File: src/rtl/mic_frame_sequencer.sv
// Mic frame sequencer: decimates the ADC word, packs it as a complex sample
// and streams fixed-length frames with first/last markers through a FIFO.
module mic_frame_sequencer #(
  parameter int WIDTH      = 32,
  parameter int SHIFT      = 7,
  parameter int FRAME_LEN  = 256,
  parameter int FIFO_DEPTH = 4
) (
  input  logic             adc_clk,
  input  logic             reset_n,
  input  logic             start,
  input  logic             stop,
  input  logic [15:0]      decim,
  input  logic [11:0]      mic_sample,
  output logic [WIDTH-1:0] out_data,
  output logic             out_valid,
  input  logic             out_ready,
  output logic             out_first,
  output logic             out_last,
  output logic             busy,
  output logic             overrun
);

  localparam int HW = WIDTH / 2;
  localparam int PW = $clog2(FIFO_DEPTH);
  localparam int IW = $clog2(FRAME_LEN);
  localparam int EW = HW + 2;

  typedef enum logic [1:0] {
    ST_IDLE,
    ST_CAPTURE,
    ST_FLUSH
  } state_t;

  state_t        state;
  logic [15:0]   decim_lat;
  logic [15:0]   div_cnt;
  logic [IW-1:0] idx;
  logic          stop_pend;

  logic [EW-1:0] mem [FIFO_DEPTH];
  logic [PW-1:0] wr_ptr;
  logic [PW-1:0] rd_ptr;
  logic [PW:0]   count;
  logic [PW:0]   count_nxt;

  logic [HW-1:0] sample_real;
  logic [EW-1:0] head;
  logic          tick;
  logic          full;
  logic          pop;
  logic          push_req;
  logic          push;
  logic          idx_last;

  always_comb begin
    sample_real       = '0;
    sample_real[11:0] = mic_sample >> SHIFT;
  end

  assign tick     = (div_cnt == decim_lat);
  assign full     = (count == (PW+1)'(FIFO_DEPTH));
  assign pop      = out_valid & out_ready;
  assign push_req = (state == ST_CAPTURE) & tick;
  assign push     = push_req & (~full | pop);
  assign idx_last = (idx == IW'(FRAME_LEN - 1));

  assign head      = mem[rd_ptr];
  assign out_data  = out_valid ?
                     {{(WIDTH-HW){1'b0}}, head[HW-1:0]} : '0;
  assign out_first = out_valid & head[HW+1];
  assign out_last  = out_valid & head[HW];
  assign busy      = (state != ST_IDLE);

  always_comb begin
    count_nxt = count;
    if (push & ~pop)
      count_nxt = count + 1'b1;
    else if (pop & ~push)
      count_nxt = count - 1'b1;
  end

  // Storage needs no reset: contents are only visible while count != 0.
  always_ff @(posedge adc_clk) begin
    if (push)
      mem[wr_ptr] <= {(idx == '0), idx_last, sample_real};
  end

  always_ff @(posedge adc_clk or negedge reset_n) begin
    if (!reset_n) begin
      state     <= ST_IDLE;
      decim_lat <= '0;
      div_cnt   <= '0;
      idx       <= '0;
      stop_pend <= 1'b0;
      overrun   <= 1'b0;
      wr_ptr    <= '0;
      rd_ptr    <= '0;
      count     <= '0;
      out_valid <= 1'b0;
    end else begin
      if (push)
        wr_ptr <= wr_ptr + 1'b1;
      if (pop)
        rd_ptr <= rd_ptr + 1'b1;
      count     <= count_nxt;
      out_valid <= (count_nxt != '0);

      unique case (state)
        ST_IDLE: begin
          if (start) begin
            state     <= ST_CAPTURE;
            decim_lat <= decim;
            div_cnt   <= '0;
            idx       <= '0;
            overrun   <= 1'b0;
            stop_pend <= stop;
          end
        end
        ST_CAPTURE: begin
          if (stop)
            stop_pend <= 1'b1;
          div_cnt <= tick ? '0 : div_cnt + 1'b1;
          if (push_req & ~push)
            overrun <= 1'b1;
          // A dropped sample keeps idx so frames stay index-contiguous.
          if (push) begin
            idx <= idx_last ? '0 : idx + 1'b1;
            if (idx_last & stop_pend)
              state <= ST_FLUSH;
          end
        end
        ST_FLUSH: begin
          if (count == '0)
            state <= ST_IDLE;
        end
        default: state <= ST_IDLE;
      endcase
    end
  end

endmodule
File: config.mk
export PLATFORM = sky130hd
export DESIGN_NAME = mic_frame_sequencer
export DESIGN_NICKNAME = d
export VERILOG_FILES = /design/src/rtl/mic_frame_sequencer.sv
export SDC_FILE = /design/constraint.sdc
export NUM_CORES = 1
export LEC_CHECK = 0
export ABC_AREA = 0
export CAP_MARGIN = 15
export CORE_UTILIZATION = 30
export CTS_CLUSTER_SIZE = 14
export DETAILED_ROUTE_END_ITERATION = 12
export SYNTH_ARGS = -nofsm -noshare
export SYNTH_HDL_FRONTEND = slang
export SYNTH_SLANG_ARGS = --single-unit
File: constraint.sdc
create_clock -name adc_clk -period 4.3 [get_ports adc_clk]
set_clock_uncertainty 0.05 [all_clocks]
set_input_delay 0.86 -clock adc_clk [delete_from_list [all_inputs] [get_ports adc_clk]]
set_output_delay 0.86 -clock adc_clk [all_outputs]
set_load 0.02 [all_outputs]
=== After elaboration in Yosys (flattened, before gate mapping) ===
Memories as Yosys holds them, arrays and structs flattened.
Cells that the tools add are included.

* Flip-flop bits (word level): 52
* Bits in latches: 0
* RAM bits: 28
* Memory bits (read-only): 0
* Input port bits: 33
* Output and inout port bits: 37
* Word-level logic and storage cells: 76
* Memories: 1

* $add $sub $neg: 6
* Multiply operators: 0
* Div/mod/pow operators: 0
* Order comparisons: 0
* Eq/ne operators: 11
* Shift operators: 0
* Muxes and demuxes: 23
* Bitwise gates (word level): 13
* Reductions and logical operators: 12

{| class="wikitable"
|+ Memories
! name !! depth !! bits a word !! read ports !! clocked after memory_dff !! write ports !! line !! source
|-
| mem || 4 || 7 || 1 || 0 || 1 || 41 || <nowiki>logic [EW-1:0] mem [FIFO_DEPTH];</nowiki>
|}

{| class="wikitable"
|+ Operators with widths
! cell !! number
|-
| 16-bit two-way mux || 3
|-
| 16-bit case mux with 2 select lines || 1
|-
| 8-bit two-way mux || 3
|-
| 16-bit by 1-bit adder with 16-bit output, second input constant || 1
|-
| 16-bit == test || 1
|-
| 8-bit case mux with 2 select lines || 1
|-
| 1-bit AND || 9
|-
| 3-bit AND reduction || 3
|-
| 8-bit by 1-bit adder with 8-bit output, second input constant || 1
|-
| 8-bit == test, second input constant || 1
|-
| 8-bit zero test || 1
|-
| 2-bit two-way mux || 4
|-
| 2-bit != test, second input constant || 4
|-
| 1-bit two-way mux || 6
|-
| 3-bit two-way mux || 2
|-
| 2-bit case mux with 3 select lines || 1
|-
| 2-bit by 1-bit adder with 2-bit output, second input constant || 2
|-
| 2-bit by 1-bit != test with 1-bit output, second input constant || 2
|-
| 1-bit case mux with 2 select lines || 2
|-
| 2-bit AND reduction || 2
|-
| 4-bit AND reduction || 1
|-
| 2-bit nonzero test || 2
|-
| 3-bit by 1-bit adder with 3-bit output, second input constant || 1
|-
| 3-bit == test, second input constant || 1
|-
| 8 further kinds || 10
|}

=== Logic depth before layout (Yosys ltp) ===
Gate-level depths: netlist of run 1.

* Depth after elaboration: 9
* Depth in mapped cells: 10
* Mapped depth without buffers: 8

=== Least setup slack after synthesis of run 1 ===
No wires, ideal clock.

* Kind: register to output
* Start: reg rd_ptr[0]
* End: out out_data[0]
* Data arrival time: 1.514 ns
* Required time: 3.390 ns
* Slack: 1.876 ns
* Cell stages (with the launch flop): 4
* Path buffers: 1
* Path through: dfrtp_1 > clkbuf_1 > mux4_2 > and2_1

* Cells in the longest elaborated chain, start to end: 2

{| class="wikitable"
|+ RTL lines
! item !! line !! source
|-
| start: declaration || 43 || <nowiki>logic [PW-1:0] rd_ptr;</nowiki>
|-
| start signal: assignment || 105 || <nowiki>rd_ptr <= rd_ptr + 1'b1;</nowiki>
|-
| memory 4 x 7 bit || -- ||
|-
| 16-bit two-way mux || 69 || <nowiki>assign out_data = out_valid ?</nowiki>
|-
| end: declaration || 15 || <nowiki>output logic [WIDTH-1:0] out_data,</nowiki>
|}

No other way between the ends.

=== Worst setup path in the final report of run 1 ===
* Start: reg rd_ptr[0]
* End: out out_first

* Cells in the longest elaborated chain, start to end: 2

{| class="wikitable"
|+ RTL lines
! item !! line !! source
|-
| memory 4 x 7 bit || -- ||
|-
| 1-bit AND || 71 || <nowiki>assign out_first = out_valid & head[HW+1];</nowiki>
|-
| end: declaration || 18 || <nowiki>output logic out_first,</nowiki>
|}

No other way between the ends.

==> impl.org, run 1 <==
** Die
- Core area :: 12,800 um2
- The die covers 13,800 um2.
- Chip Height :: 117 um
- Initial core utilization :: 0.312
- DIE WIDTH :: 117 um
- Placement row count :: 41
- Pin placement for this block handled 70 I/O pins.

** Clocking
- Buffer cell driving the clock tree root :: sky130_fd_sc_hd__clkbuf_16
- Clock tree buffer depth :: 2
- Hold repair after CTS inserted 0 buffers.
- Buffers added to address setup during post-CTS repair amount to 0.
- Number of sinks handled by clock tree synthesis :: 80
- Worst-skew pair later-pin latency :: 350 ps
- In this run the number of H-tree levels came out at 3.
- Count of instances resized after the clock tree is built :: 0
- Clock transition at the registers of the reported paths :: 60 ps
- Number of buffers added by the clock tree synthesis step :: 9
- TritonCTS built the clock tree.

** Critical path
- STA classifies the critical path startpoint as a flip-flop.
- Across all register-to-register paths, the minimum setup slack is 1660 ps.
- End point of the critical path :: out_first
- At the worst endpoint, the arrival time is 2290 ps.
- Data required time at the worst endpoint :: 3390 ps
- The worst setup path is of the reg2out kind.
- For the worst flop-to-flop path, the logic depth is 7.
- In this run the worst setup path begins at rd_ptr[0].
- In this run the critical register-to-register path is launched from div_cnt[6].
- Kind of capture point of the worst setup path :: output pin
- Maximum fanout along the worst path :: 9
- Worst reg2reg endpoint :: mem[1][6]

** Timing
- Max-slew violation total from the final report :: 0
- After layout, the minimum clock period comes to 3200 ps.
- Worst Tran Pin Value :: 967 ps
- Maximum clock frequency :: 313 MHz
- Setup TNS :: 0 ps
- Max-Slew Margin vs Limit :: 0.353
- The number of failing hold endpoints at the final stage is 0.
- Unrepaired setup endpoints after global routing :: no
- Setup violations remaining at the end of the flow were counted as 0.
- Period utilization :: 0.744

** Flow run
- Max-cap check violation count :: 0

** Final layout
- The count of cells in the finished layout, fillers not included, comes to 584.
- Number of nets in the finished design :: 450
- Number of antenna repair diodes :: 0
- Counting the fill cells in the layout gives 1,255.
- Growth of design area from synthesis to finish :: 18.7%
- In the final layout, the share of cells above drive strength 1 is 0.0801.
- Sequential cell area :: 2140 um2
- The multi-input combinational cells in the finished layout cover a total of 1640 um2.

** Logic synthesis
- During synthesis, Yosys emitted a total of 0 warnings.
- By area the synthesized netlist is led by sky130_fd_sc_hd__dfrtp_1, sky130_fd_sc_hd__edfxtp_1, sky130_fd_sc_hd__nand2_1, sky130_fd_sc_hd__buf_4, sky130_fd_sc_hd__xor2_1.
- Sequential-to-total area share from yosys stat :: 0.537
- In this run, synthesis produced a sequential element count of 80.
- Of the post-synthesis cell area, the dominant cell type holds 0.326.
- The number of different library cells used by synthesis comes to 41.
- Dividing the synthesized area by the synthesized cell count gives 10.7 um2.
- Top cell type by total area after synthesis :: sky130_fd_sc_hd__dfrtp_1
- The synthesized netlist occupies a cell area of 3990 um2.
- The cell count after synthesis came out at 372.

** Place
- The count of buffers added on input and output ports is 35.
- Final RePlAce weighted congestion :: 0.787
- Once detailed placement completed, the half-perimeter wirelength came to 5.22 mm.
- After detailed placement, the design holds a cell count of 568.

** Drt
- Detail-routed via count per cell :: 4.61
- Total iterations of the first detailed-routing run :: 4
- Detailed routing placed a total of 3.67 mm of wire on met2.
- Starting DRC count in detailed routing :: 206
- The detailed router placed 2,690 vias in this run.
- Routed signal wires occupy layers up through met4.
- For this block, the routed nets add up to 7.66 mm of wire.
- Wire length per cell :: 13.1 um
- Antenna violation net count after detailed routing :: 0
- After detailed routing, the number of remaining DRC violations is 0.
- Met1 Wirelength :: 3.51 mm
- Met3 WL :: 365 um

** GRT
- Global routing finished with a remaining overflow of 0.
- Vias in the first global route :: 2,680
- Entering global routing, the biggest net connects 36 pins.
- Total GRT Usage :: 0.121
- Number of antenna violations at the first check in global routing :: 0
- Global-route wire length before repair :: 13.2 mm

** Pwr
- Worst ir drop on vdd :: 0.261 mV
- Power spread over the standard cell area amounts to 579 nW/um2.
- The analysis attributes to cell leakage a power of 0.00204 uW.

** Min path
- The path class of the tightest hold or removal check is reg2reg.

** Outcome
- The flow ran to the end, and the final reports show no timing, DRC or antenna violations.
[cell usage in the layout (no fill, tap or decap), types with 5 or more instances in the layout]
| cell type | n |
|---|---|
| sky130_fd_sc_hd__and2_1 | 13 |
| sky130_fd_sc_hd__and3_1 | 12 |
| sky130_fd_sc_hd__buf_4 | 5 |
| sky130_fd_sc_hd__clkbuf_16 | 9 |
| sky130_fd_sc_hd__clkdlybuf4s50_1 | 34 |
| sky130_fd_sc_hd__conb_1 | 27 |
| sky130_fd_sc_hd__dfrtp_1 | 52 |
| sky130_fd_sc_hd__edfxtp_1 | 28 |
| sky130_fd_sc_hd__ha_1 | 10 |
| sky130_fd_sc_hd__inv_1 | 8 |
| sky130_fd_sc_hd__mux4_2 | 7 |
| sky130_fd_sc_hd__nand2_1 | 64 |
| sky130_fd_sc_hd__nand2b_1 | 6 |
| sky130_fd_sc_hd__nand3_1 | 16 |
| sky130_fd_sc_hd__nor2_1 | 17 |
| sky130_fd_sc_hd__nor4_1 | 5 |
| sky130_fd_sc_hd__o21ai_0 | 29 |
| sky130_fd_sc_hd__o31ai_1 | 8 |
| sky130_fd_sc_hd__xor2_1 | 20 |
[layout make-up]
class / instances / area share
sequential: 80 / 0.452
multi-input combinational: 268 / 0.347
timing repair buffer: 40 / 0.0809
clock buffer: 9 / 0.0476
tap: 172 / 0.0455
clock inverter: 7 / 0.0201
inverter: 8 / 0.00634
[logic make-up after synthesis]
logic type / after synthesis / synth area share
flip-flops: 80 / 0.537
other: 1 / 0.000940
adder cells (fa/ha/maj): 10 / 0.0314
multiplexers: 10 / 0.0483
AO/OA/AOI/OAI: 51 / 0.0778
buffers and inverters: 50 / 0.0753
AND/OR/NAND/NOR: 146 / 0.177
XOR/XNOR: 24 / 0.0527
[layer usage]
| layer | GRT usage | vias up |
|---|---|---|
| li1 | - | 1306 |
| met1 | 0.148 | 1323 |
| met2 | 0.195 | 48 |
| met3 | 0.0472 | 13 |
| met4 | 0.0373 | 0 |
| met5 | 0 | - |
[worst min path at each step]
stage | startpoint | end | slack [ps] | depth (start not counted)
after CTS | decim_lat[4] | decim_lat[4] | 450 | 2
after global routing | decim_lat[12] | decim_lat[12] | 470 | 2
final | decim_lat[4] | decim_lat[4] | 440 | 2
after detailed placement | decim_lat[4] | decim_lat[4] | 440 | 2
after floorplan | idx[7] | idx[7] | 400 | 1
after global placement | decim_lat[10] | decim_lat[10] | 430 | 2
[worst max-delay path, cell delays in order (launching register included)]
cell                              delay [ps]
sky130_fd_sc_hd__dfrtp_1                 680
sky130_fd_sc_hd__mux4_2                  560
sky130_fd_sc_hd__and2_1                  160
sky130_fd_sc_hd__clkdlybuf4s50_1         540
[report_power, final]
group          internal, uW  switching [uW]
combinational           384             438
sequential              935             156
clock                   509             316
total                  1830             911
[flip-flops by register name, summed over array words and instances (netlist names)]
register   count
mem           28
decim_lat     16
div_cnt       16
idx            8
count          3
rd_ptr         2
state          2
wr_ptr         2
out_valid      1
overrun        1
stop_pend      1
[synthesized netlist by cell type]
| cell type | instances |
|---|---|
| sky130_fd_sc_hd__nand4_1 | 4 |
| sky130_fd_sc_hd__nor2_1 | 17 |
| sky130_fd_sc_hd__o211ai_2 | 1 |
| sky130_fd_sc_hd__mux2i_1 | 2 |
| sky130_fd_sc_hd__a221o_1 | 1 |
| sky130_fd_sc_hd__nand2_1 | 64 |
| sky130_fd_sc_hd__a21o_1 | 2 |
| sky130_fd_sc_hd__clkbuf_1 | 9 |
| sky130_fd_sc_hd__dfrtp_1 | 52 |
| sky130_fd_sc_hd__or4_1 | 1 |
| sky130_fd_sc_hd__nor3_1 | 1 |
| sky130_fd_sc_hd__edfxtp_1 | 28 |
| sky130_fd_sc_hd__buf_4 | 27 |
| sky130_fd_sc_hd__buf_6 | 1 |
| sky130_fd_sc_hd__nor4_1 | 5 |
| sky130_fd_sc_hd__nor2_4 | 1 |
| sky130_fd_sc_hd__ha_1 | 10 |
| sky130_fd_sc_hd__nand2b_1 | 6 |
| sky130_fd_sc_hd__conb_1 | 1 |
| sky130_fd_sc_hd__inv_1 | 8 |
| sky130_fd_sc_hd__nand3b_1 | 1 |
| sky130_fd_sc_hd__o21ai_0 | 29 |
| sky130_fd_sc_hd__mux2_4 | 1 |
| sky130_fd_sc_hd__and3_1 | 12 |
| sky130_fd_sc_hd__or3_1 | 1 |
| sky130_fd_sc_hd__o31ai_1 | 8 |
| sky130_fd_sc_hd__a22o_1 | 1 |
| sky130_fd_sc_hd__a21oi_1 | 4 |
| sky130_fd_sc_hd__or4b_2 | 1 |
| sky130_fd_sc_hd__nand3_1 | 16 |
| sky130_fd_sc_hd__mux4_2 | 7 |
| sky130_fd_sc_hd__nor4b_1 | 1 |
| sky130_fd_sc_hd__xnor2_1 | 4 |
| sky130_fd_sc_hd__nor2b_1 | 1 |
| sky130_fd_sc_hd__nor3b_1 | 1 |
| sky130_fd_sc_hd__buf_1 | 2 |
| sky130_fd_sc_hd__a32o_1 | 2 |
| sky130_fd_sc_hd__and2_1 | 13 |
| sky130_fd_sc_hd__buf_2 | 3 |
| sky130_fd_sc_hd__xor2_1 | 20 |
| sky130_fd_sc_hd__a31oi_1 | 3 |
[metrics by stage]
step / hold slack (ps) / setup WS, ps / util / instance area (um2) / total power (uW)
after detailed placement: 436 / 1270 / 0.346 / 4410 / 1930
after global routing: 468 / 924 / 0.371 / 4730 / 2930
after floorplan: 404 / 1880 / - / 4090 / 1690
final: 442 / 1100 / 0.371 / 4730 / 2740
after global placement: 434 / 1230 / 0.346 / 4410 / 1910
after CTS: 451 / 1040 / 0.371 / 4730 / 2770
(Power assumes the default switching activity.)
==> run 2, diff against run 1 <==
Clock period 4.3 ns to 2.55 ns, I/O delays scaled along.
==> impl.org, run 2 (synthesis results as in run 1) <==
** Outcome
- The flow ran to the end, and the final reports show no timing, DRC or antenna violations.

** Timing
- The final number of setup-violating endpoints is 0 (unchanged).
- Unrepaired setup endpoints after global routing :: no
- Hold violation count in the final report :: 0 (unchanged)
- The worst-margin pin slew is 681 ps (-286 ps).
- Counting I/O delays and the setup requirement, the final critical path takes 2400 ps.
- Of the available clock period, the critical path in the final layout requires 0.940.
- Maximum clock frequency :: 417 MHz
- Setup TNS :: 0 ps (unchanged)
- The final hold slack was 242 ps (-199 ps).
- Setup slack of the critical path after layout :: 153 ps (-948 ps)
- Max-Slew Margin vs Limit :: 0.546 (+0.193)
- The total count of max-transition violations in the final report is 0 (unchanged).

** Die
- Core area :: 12,800 um2 (unchanged)
- The top-level port count was 70 (unchanged).
- The floorplan die area came to 13,800 um2 (unchanged).
- The die outline height is 117 um (unchanged).
- Initial core utilization :: 0.312 (unchanged)
- The number of placement rows came to 41 (unchanged).
- The floorplan die width was 117 um (unchanged).

** Final layout
- Counting flops per register, the top entry is mem.
- Proportion of layout cells with a drive suffix above 1 :: 0.108 (+0.0284)
- Growth of design area from synthesis to finish :: 21.3%
- Number of antenna repair diodes :: 0 (unchanged)
- Largest registers :: mem x28, decim_lat x16, div_cnt x16
- Number of nets in the finished design :: 462 (+2.7%)
- The library cells used most frequently in the layout, excluding fill and tap cells, are sky130_fd_sc_hd__nand2_1, sky130_fd_sc_hd__dfrtp_1, sky130_fd_sc_hd__o21ai_0, sky130_fd_sc_hd__edfxtp_1.
- Most common cell after layout, fill and taps aside :: sky130_fd_sc_hd__nand2_1
- Largest register FFs :: 28 (unchanged)
- The final cell count without fillers is 596 (+2.1%).
- Layout fillers :: 1,268 (+1.0%)

** Min path
- In this run the worst hold path is classified as in2async.

** Critical path
- Critical path startpoint category :: flip-flop
- Class of the most critical setup path :: reg2out
- The worst setup path is captured at an output pin.
- Source of the worst register-to-register timing path :: div_cnt[3]
- The required time of the critical path was 1990 ps (-1400 ps).
- The data arrival time of the critical path was 1840 ps (-450 ps).
- Slowest Stage Delay on Critical Path :: 510 ps (-170 ps)
- The number of cells on the critical path was 4 (+1).
- The signal on the critical path passes through buf_4 -> mux4_2 -> and2_1 -> dlygate4sd2_1.
- The worst-case reg-to-reg path depth was 8 (+1).
- Maximum fanout along the worst path :: 5 (-4)
- The kind of cell with the highest combined delay along the critical path is multiplexers.
- Buffering stage count on the worst path with inverters included :: 2 (+1)
- Slowest CP cell :: sky130_fd_sc_hd__mux4_2
- Worst reg2reg endpoint :: idx[6]
- The reg-to-reg setup timing slack came to 230 ps (-1430 ps).

** Place
- The final weighted congestion in routability-driven placement is 0.774 (-1.7%).
- Port Buffers :: 35 (unchanged)
- The cell count after placement is 580 (+2.1%).
- The worst slack at placement came to 59.8 ps (-1210 ps).
- The half-perimeter wire length after detailed placement came to 5.48 mm (+5.0%).

** Drt
- The total vias in the final route came to 2,713 (+0.86%).
- The routed length per placed instance was 13.0 um (-0.77%).
- Total routed wirelength :: 7.76 mm (+1.3%)
- The remaining antenna violation count after routing came to 0 (unchanged).
- The DRC violation count after routing was 0 (unchanged).
- Detail-routed via count per cell :: 4.55 (-1.2%)
- Total iterations of the first detailed-routing run :: 4 (unchanged)
- The violation count after the first detailed-route iteration is 150 (-27%).

** GRT
- Maximum number of pins on one net before global-route repair :: 53 (+47%)
- The leftover overflow at the end of global routing was 0 (unchanged).
- The wire length of the first global-routing pass came to 13.0 mm (-1.4%).
- The via count of the first global-routing pass is 2,635 (-1.7%).
- Number of antenna violations at the first check in global routing :: 0 (unchanged)
- The overall routing resource usage came to 0.120 (-0.000448).

** Clocking
- The clock latency at the later pin of the worst-skew pair was 340 ps (about the same).
- Post-CTS setup-driven buffer insertion count :: 0 (unchanged)
- Cts hold-fix bufs :: 0 (unchanged)
- The clock sink total was 80 (unchanged).
- The number of buffers added by the clock tree synthesis step came to 9 (unchanged).
- The tree is rooted in a sky130_fd_sc_hd__clkbuf_16.
- TritonCTS built the clock tree.
- Clock tree buffer depth :: 2 (unchanged)
- The post-CTS clock slew at the launch and capture registers of the worst setup and hold paths is 60 ps (about the same).
- CTS H-tree depth :: 3 (unchanged)

** Pwr
- Worst ir drop on vdd :: 0.367 mV (+40%)
- Power per unit of standard cell area :: 956 nW/um2 (+65%)
- The reported leakage power was 0.00212 uW (+3.6%).

** Flow run
- The max-cap violation count is 0 (unchanged).
run 2: cell types whose count changed in the layout (fill, tap and decap cells not counted), moves of 2 or more:
cell	before	now
sky130_fd_sc_hd__buf_4	5	16
sky130_fd_sc_hd__clkdlybuf4s50_1	34	27
sky130_fd_sc_hd__clkinv_1	0	2
sky130_fd_sc_hd__clkinv_2	2	0
sky130_fd_sc_hd__dlygate4sd2_1	0	7
sky130_fd_sc_hd__nor4_1	5	3
sky130_fd_sc_hd__nor4_2	0	2
run 2: metal layers:
layer	global-route usage	vias to the layer above	wire length (um)	part of all wire
li1	-	1334	-	-
met1	0.152	1321	3540	0.46
met2	0.195	52	3830	0.49
met3	0.0336	6	318	0.041
met4	0.0463	0	70	0.0090
met5	0	-	0	0
run 2: power breakdown:
group / total, uW / internal, uW / leakage (uW) / switching [uW]
registers: 1810 / 1580 / 0.000912 / 234
logic: 1460 / 661 / 0.00106 / 801
clock network: 1350 / 852 / 0.000148 / 499
run 2: repair_timing:
action | CTS | global route
gates resized for setup | 7 | 4
setup endpoints to repair | 7 | 35
gates cloned | 0 | 0
pin swaps | 0 | 1
run 2: final cells by class:
class / count / area (um2) / share of cell area
clock buffer: 10 / 229 / 0.0473
clock inverter: 6 / 83.8 / 0.0173
tap: 172 / 215 / 0.0445
inverter: 8 / 30.0 / 0.00621
timing repair buffer: 52 / 477 / 0.0986
multi-input combinational: 268 / 1660 / 0.343
sequential: 80 / 2140 / 0.443
run 2: metrics by stage:
stage	util	instance area (um2)	total power, uW
2_1_floorplan	-	4090	2840
3_3_place_gp	0.354	4520	3290
3_5_place_dp	0.354	4520	3340
4_1_cts	0.377	4820	4670
5_1_grt	0.379	4840	4940
6_report	0.379	4840	4630
run 2: worst max-delay path by stage:
stage                        from   endpoint  slack, ps
finish                  rd_ptr[0]   out_last        150
global route           div_cnt[3]     idx[6]          9
CTS                 decim_lat[15]  mem[0][1]         50
detailed placement    div_cnt[15]  mem[0][4]         60
global placement       div_cnt[7]  mem[0][4]        110
floorplan              div_cnt[9]  mem[0][0]        340
==> run 3, diff against run 2 <==
Settings changed: CORE_ASPECT_RATIO set to 0.9.
==> impl.org, run 3 (synthesis results as in run 1) <==
** Timing
- Unrepaired setup endpoints after global routing :: no
- Setup slack of the critical path after layout :: 148 ps (-4.77 ps)
- The max-slew headroom at the worst pin was 0.553 (+0.00700).
- Hold slack final :: 241 ps (-0.938 ps)
- The highest achievable clock rate came to 416 MHz (-0.20%).
- Max-slew violation total from the final report :: 0 (unchanged)
- The shortest clock period the worst path allows after layout came to 2400 ps (+4.77 ps).
- Hold violation count in the final report :: 0 (unchanged)
- The final number of setup-violating endpoints is 0 (unchanged).
- Worst Tran Pin Value :: 671 ps (-10.5 ps)
- The final critical-path share of the clock period is 0.942 (+0.00187).
- Setup TNS :: 0 ps (unchanged)

** Clocking
- Worst-skew pair later-pin latency :: 330 ps (about the same)
- The number of buffers added by the clock tree synthesis step was 9 (unchanged).
- Number of sinks handled by clock tree synthesis :: 80 (unchanged)
- Buffer cell driving the clock tree root :: sky130_fd_sc_hd__clkbuf_16
- The number of buffers on the longest clock path is 2 (unchanged).
- The post-CTS clock slew at the launch and capture registers of the worst setup and hold paths is 60 ps (about the same).
- The cts-stage hold buffer count is 0 (unchanged).
- CTS H-tree depth :: 3 (unchanged)
- TritonCTS clock tree :: yes

** Critical path
- End point of the critical path :: out_first
- Start point of the critical path :: rd_ptr[0]
- Maximum fanout along the worst path :: 8 (+3)
- The worst register-to-register path ends at out_valid.
- The required time of the critical path was 1990 ps (about the same).
- Cells on worst reg2reg path :: 8 (unchanged)
- R2r setup slk :: 210 ps (-20 ps)
- STA classifies the critical path startpoint as a flip-flop.
- In this run the critical register-to-register path is launched from div_cnt[6].
- Class of the most critical setup path :: reg2out
- The worst setup path is captured at an output pin.
- Arrival time reported for the critical path endpoint :: 1840 ps (about the same)

** GRT
- Number of antenna violations at the first check in global routing :: 0 (unchanged)
- The overall routing resource usage is 0.117 (-0.00296).
- The leftover overflow at the end of global routing was 0 (unchanged).
- The pin count of the biggest net entering global routing was 53 (unchanged).
- The via count of the first global-routing pass was 2,629 (-0.23%).
- The wire length of the first global-routing pass was 12.5 mm (-4.0%).

** Place
- Inst Count DP :: 571 (-1.6%)
- The half-perimeter wire length after detailed placement is 5.30 mm (-3.3%).
- Final RePlAce weighted congestion :: 0.802 (+3.6%)
- The worst slack at placement was 115 ps (+55.0 ps).
- Port Buffers :: 35 (unchanged)

** Die
- The number of placement rows is 39 (-4.9%).
- The floorplan die width is 124 um (+5.3%).
- Initial core utilization :: 0.311 (-0.00146)
- The die outline height was 111 um (-5.0%).
- Core area :: 12,800 um2 (+0.47%)
- Die Footprint :: 13,800 um2 (about the same)
- The top-level port count is 70 (unchanged).

** Drt
- DR vias :: 2,719 (+0.22%)
- Starting DRC count in detailed routing :: 168 (+12%)
- Detail-routed via count per cell :: 4.62 (+1.6%)
- The DRC violation count after routing came to 0 (unchanged).
- Total iterations of the first detailed-routing run :: 4 (unchanged)
- The routed length per placed instance was 12.7 um (-2.7%).
- Total routed wirelength :: 7.44 mm (-4.0%)
- Antenna violation net count after detailed routing :: 0 (unchanged)

** Outcome
- Outcome :: complete, no violations

** Min path
- Hold Path Class :: in2async

** Flow run
- The max-cap violation count is 0 (unchanged).

** Final layout
- The flip-flop count of the largest register, all copies and words added is 28 (unchanged).
- In the layout the commonest cells are sky130_fd_sc_hd__nand2_1, sky130_fd_sc_hd__dfrtp_1, sky130_fd_sc_hd__o21ai_0, sky130_fd_sc_hd__edfxtp_1.
- The final cell count without fillers is 588 (-1.3%).
- Leaving out fill and tap cells, the most frequent cell in the layout is sky130_fd_sc_hd__nand2_1.
- The fraction of layout instances using a drive strength above 1 was 0.0991 (-0.00943).
- The antenna diode count is 0 (unchanged).
- The number of nets in the layout was 462 (unchanged).
- Growth of design area from synthesis to finish :: 21.1%
- The largest registers in the layout are mem x28, decim_lat x16, div_cnt x16.
- The share of the core filled with cells in the final layout was 0.377 (-0.00216).
- Register with the most flip-flops :: mem

** Pwr
- Leakage :: 0.00211 uW (-0.42%)
- The total power divided by cell area was 929 nW/um2 (-2.9%).
- Worst ir drop on vdd :: 0.319 mV (-13%)
[run 3: cell count changes in the layout (fill, tap and decap cells not counted)]
| cell | change |
|---|---|
| sky130_fd_sc_hd__clkinvlp_4 | -1 |
| sky130_fd_sc_hd__bufinv_16 | -1 |
| sky130_fd_sc_hd__and2_2 | -1 |
| sky130_fd_sc_hd__buf_4 | -3 |
| sky130_fd_sc_hd__clkinv_1 | -2 |
| sky130_fd_sc_hd__buf_12 | +3 |
| sky130_fd_sc_hd__clkbuf_1 | +5 |
| sky130_fd_sc_hd__and2_1 | +1 |
| sky130_fd_sc_hd__nand2_2 | -1 |
| sky130_fd_sc_hd__clkinv_4 | -1 |
| sky130_fd_sc_hd__nand2_1 | +1 |
| sky130_fd_sc_hd__nor4_2 | +1 |
| sky130_fd_sc_hd__nor4_1 | -1 |
[run 3: where the power goes]
| group | total (uW) | switching [uW] | leakage, uW | internal [uW] |
|---|---|---|---|---|
| sequential | 1800 | 224 | 0.000912 | 1580 |
| combinational | 1470 | 805 | 0.00106 | 669 |
| clock | 1210 | 451 | 0.000132 | 760 |
[run 3: through the flow]
stage / instance area [um2] / total power, uW
final: 4830 / 4490
after global routing: 4830 / 4790
after CTS: 4810 / 4520
after detailed placement: 4540 / 3320
after global placement: 4540 / 3300
after floorplan: 4090 / 2840
[run 3: worst min-delay path by stage]
| stage | start | to | slack (ps) | depth (start not counted) |
|---|---|---|---|---|
| final | reset_n | decim_lat[6] | 240 | 2 |
| after global routing | reset_n | decim_lat[6] | 310 | 2 |
| after CTS | reset_n | decim_lat[6] | 270 | 2 |
| after detailed placement | stop_pend | state[0] | 440 | 1 |
| after global placement | stop_pend | state[0] | 420 | 1 |
| after floorplan | reset_n | count[0] | 160 | 0 |
[run 3: timing repair]
item / 4_1_cts / 5_1_grt
endpoints found under the setup margin: 7 / 30
cloned: 0 / 0
resized for setup: 7 / 3
pin swaps: 0 / 1
buffers inserted: 0 / 1
[run 3: worst max-delay path, stage by stage (launching register included)]
cell and delay, ps:
sky130_fd_sc_hd__dfrtp_1 320, sky130_fd_sc_hd__buf_4 190, sky130_fd_sc_hd__mux4_2 500, sky130_fd_sc_hd__and2_1 180, sky130_fd_sc_hd__dlygate4sd2_1 320
[run 3: area by class of cell]
| cell class | count | area (um2) |
|---|---|---|
| fillers | 1251 | 8000 |
| flip-flops and latches | 80 | 2140 |
| multi-input cells | 268 | 1660 |
| repair buffers | 52 | 514 |
| clock buffers | 15 | 248 |
| well taps | 164 | 205 |
| clock inverters | 1 | 30.0 |
| inverters | 8 | 30.0 |
[run 3: routing by layer]
layer	vias up	part of all wire	routed length, um	global-route usage
met4	0	0.024	180	0.0683
met1	1317	0.48	3610	0.158
met2	56	0.46	3460	0.180
li1	1334	-	-	-
met3	12	0.027	198	0.0154
met5	-	0	0	0
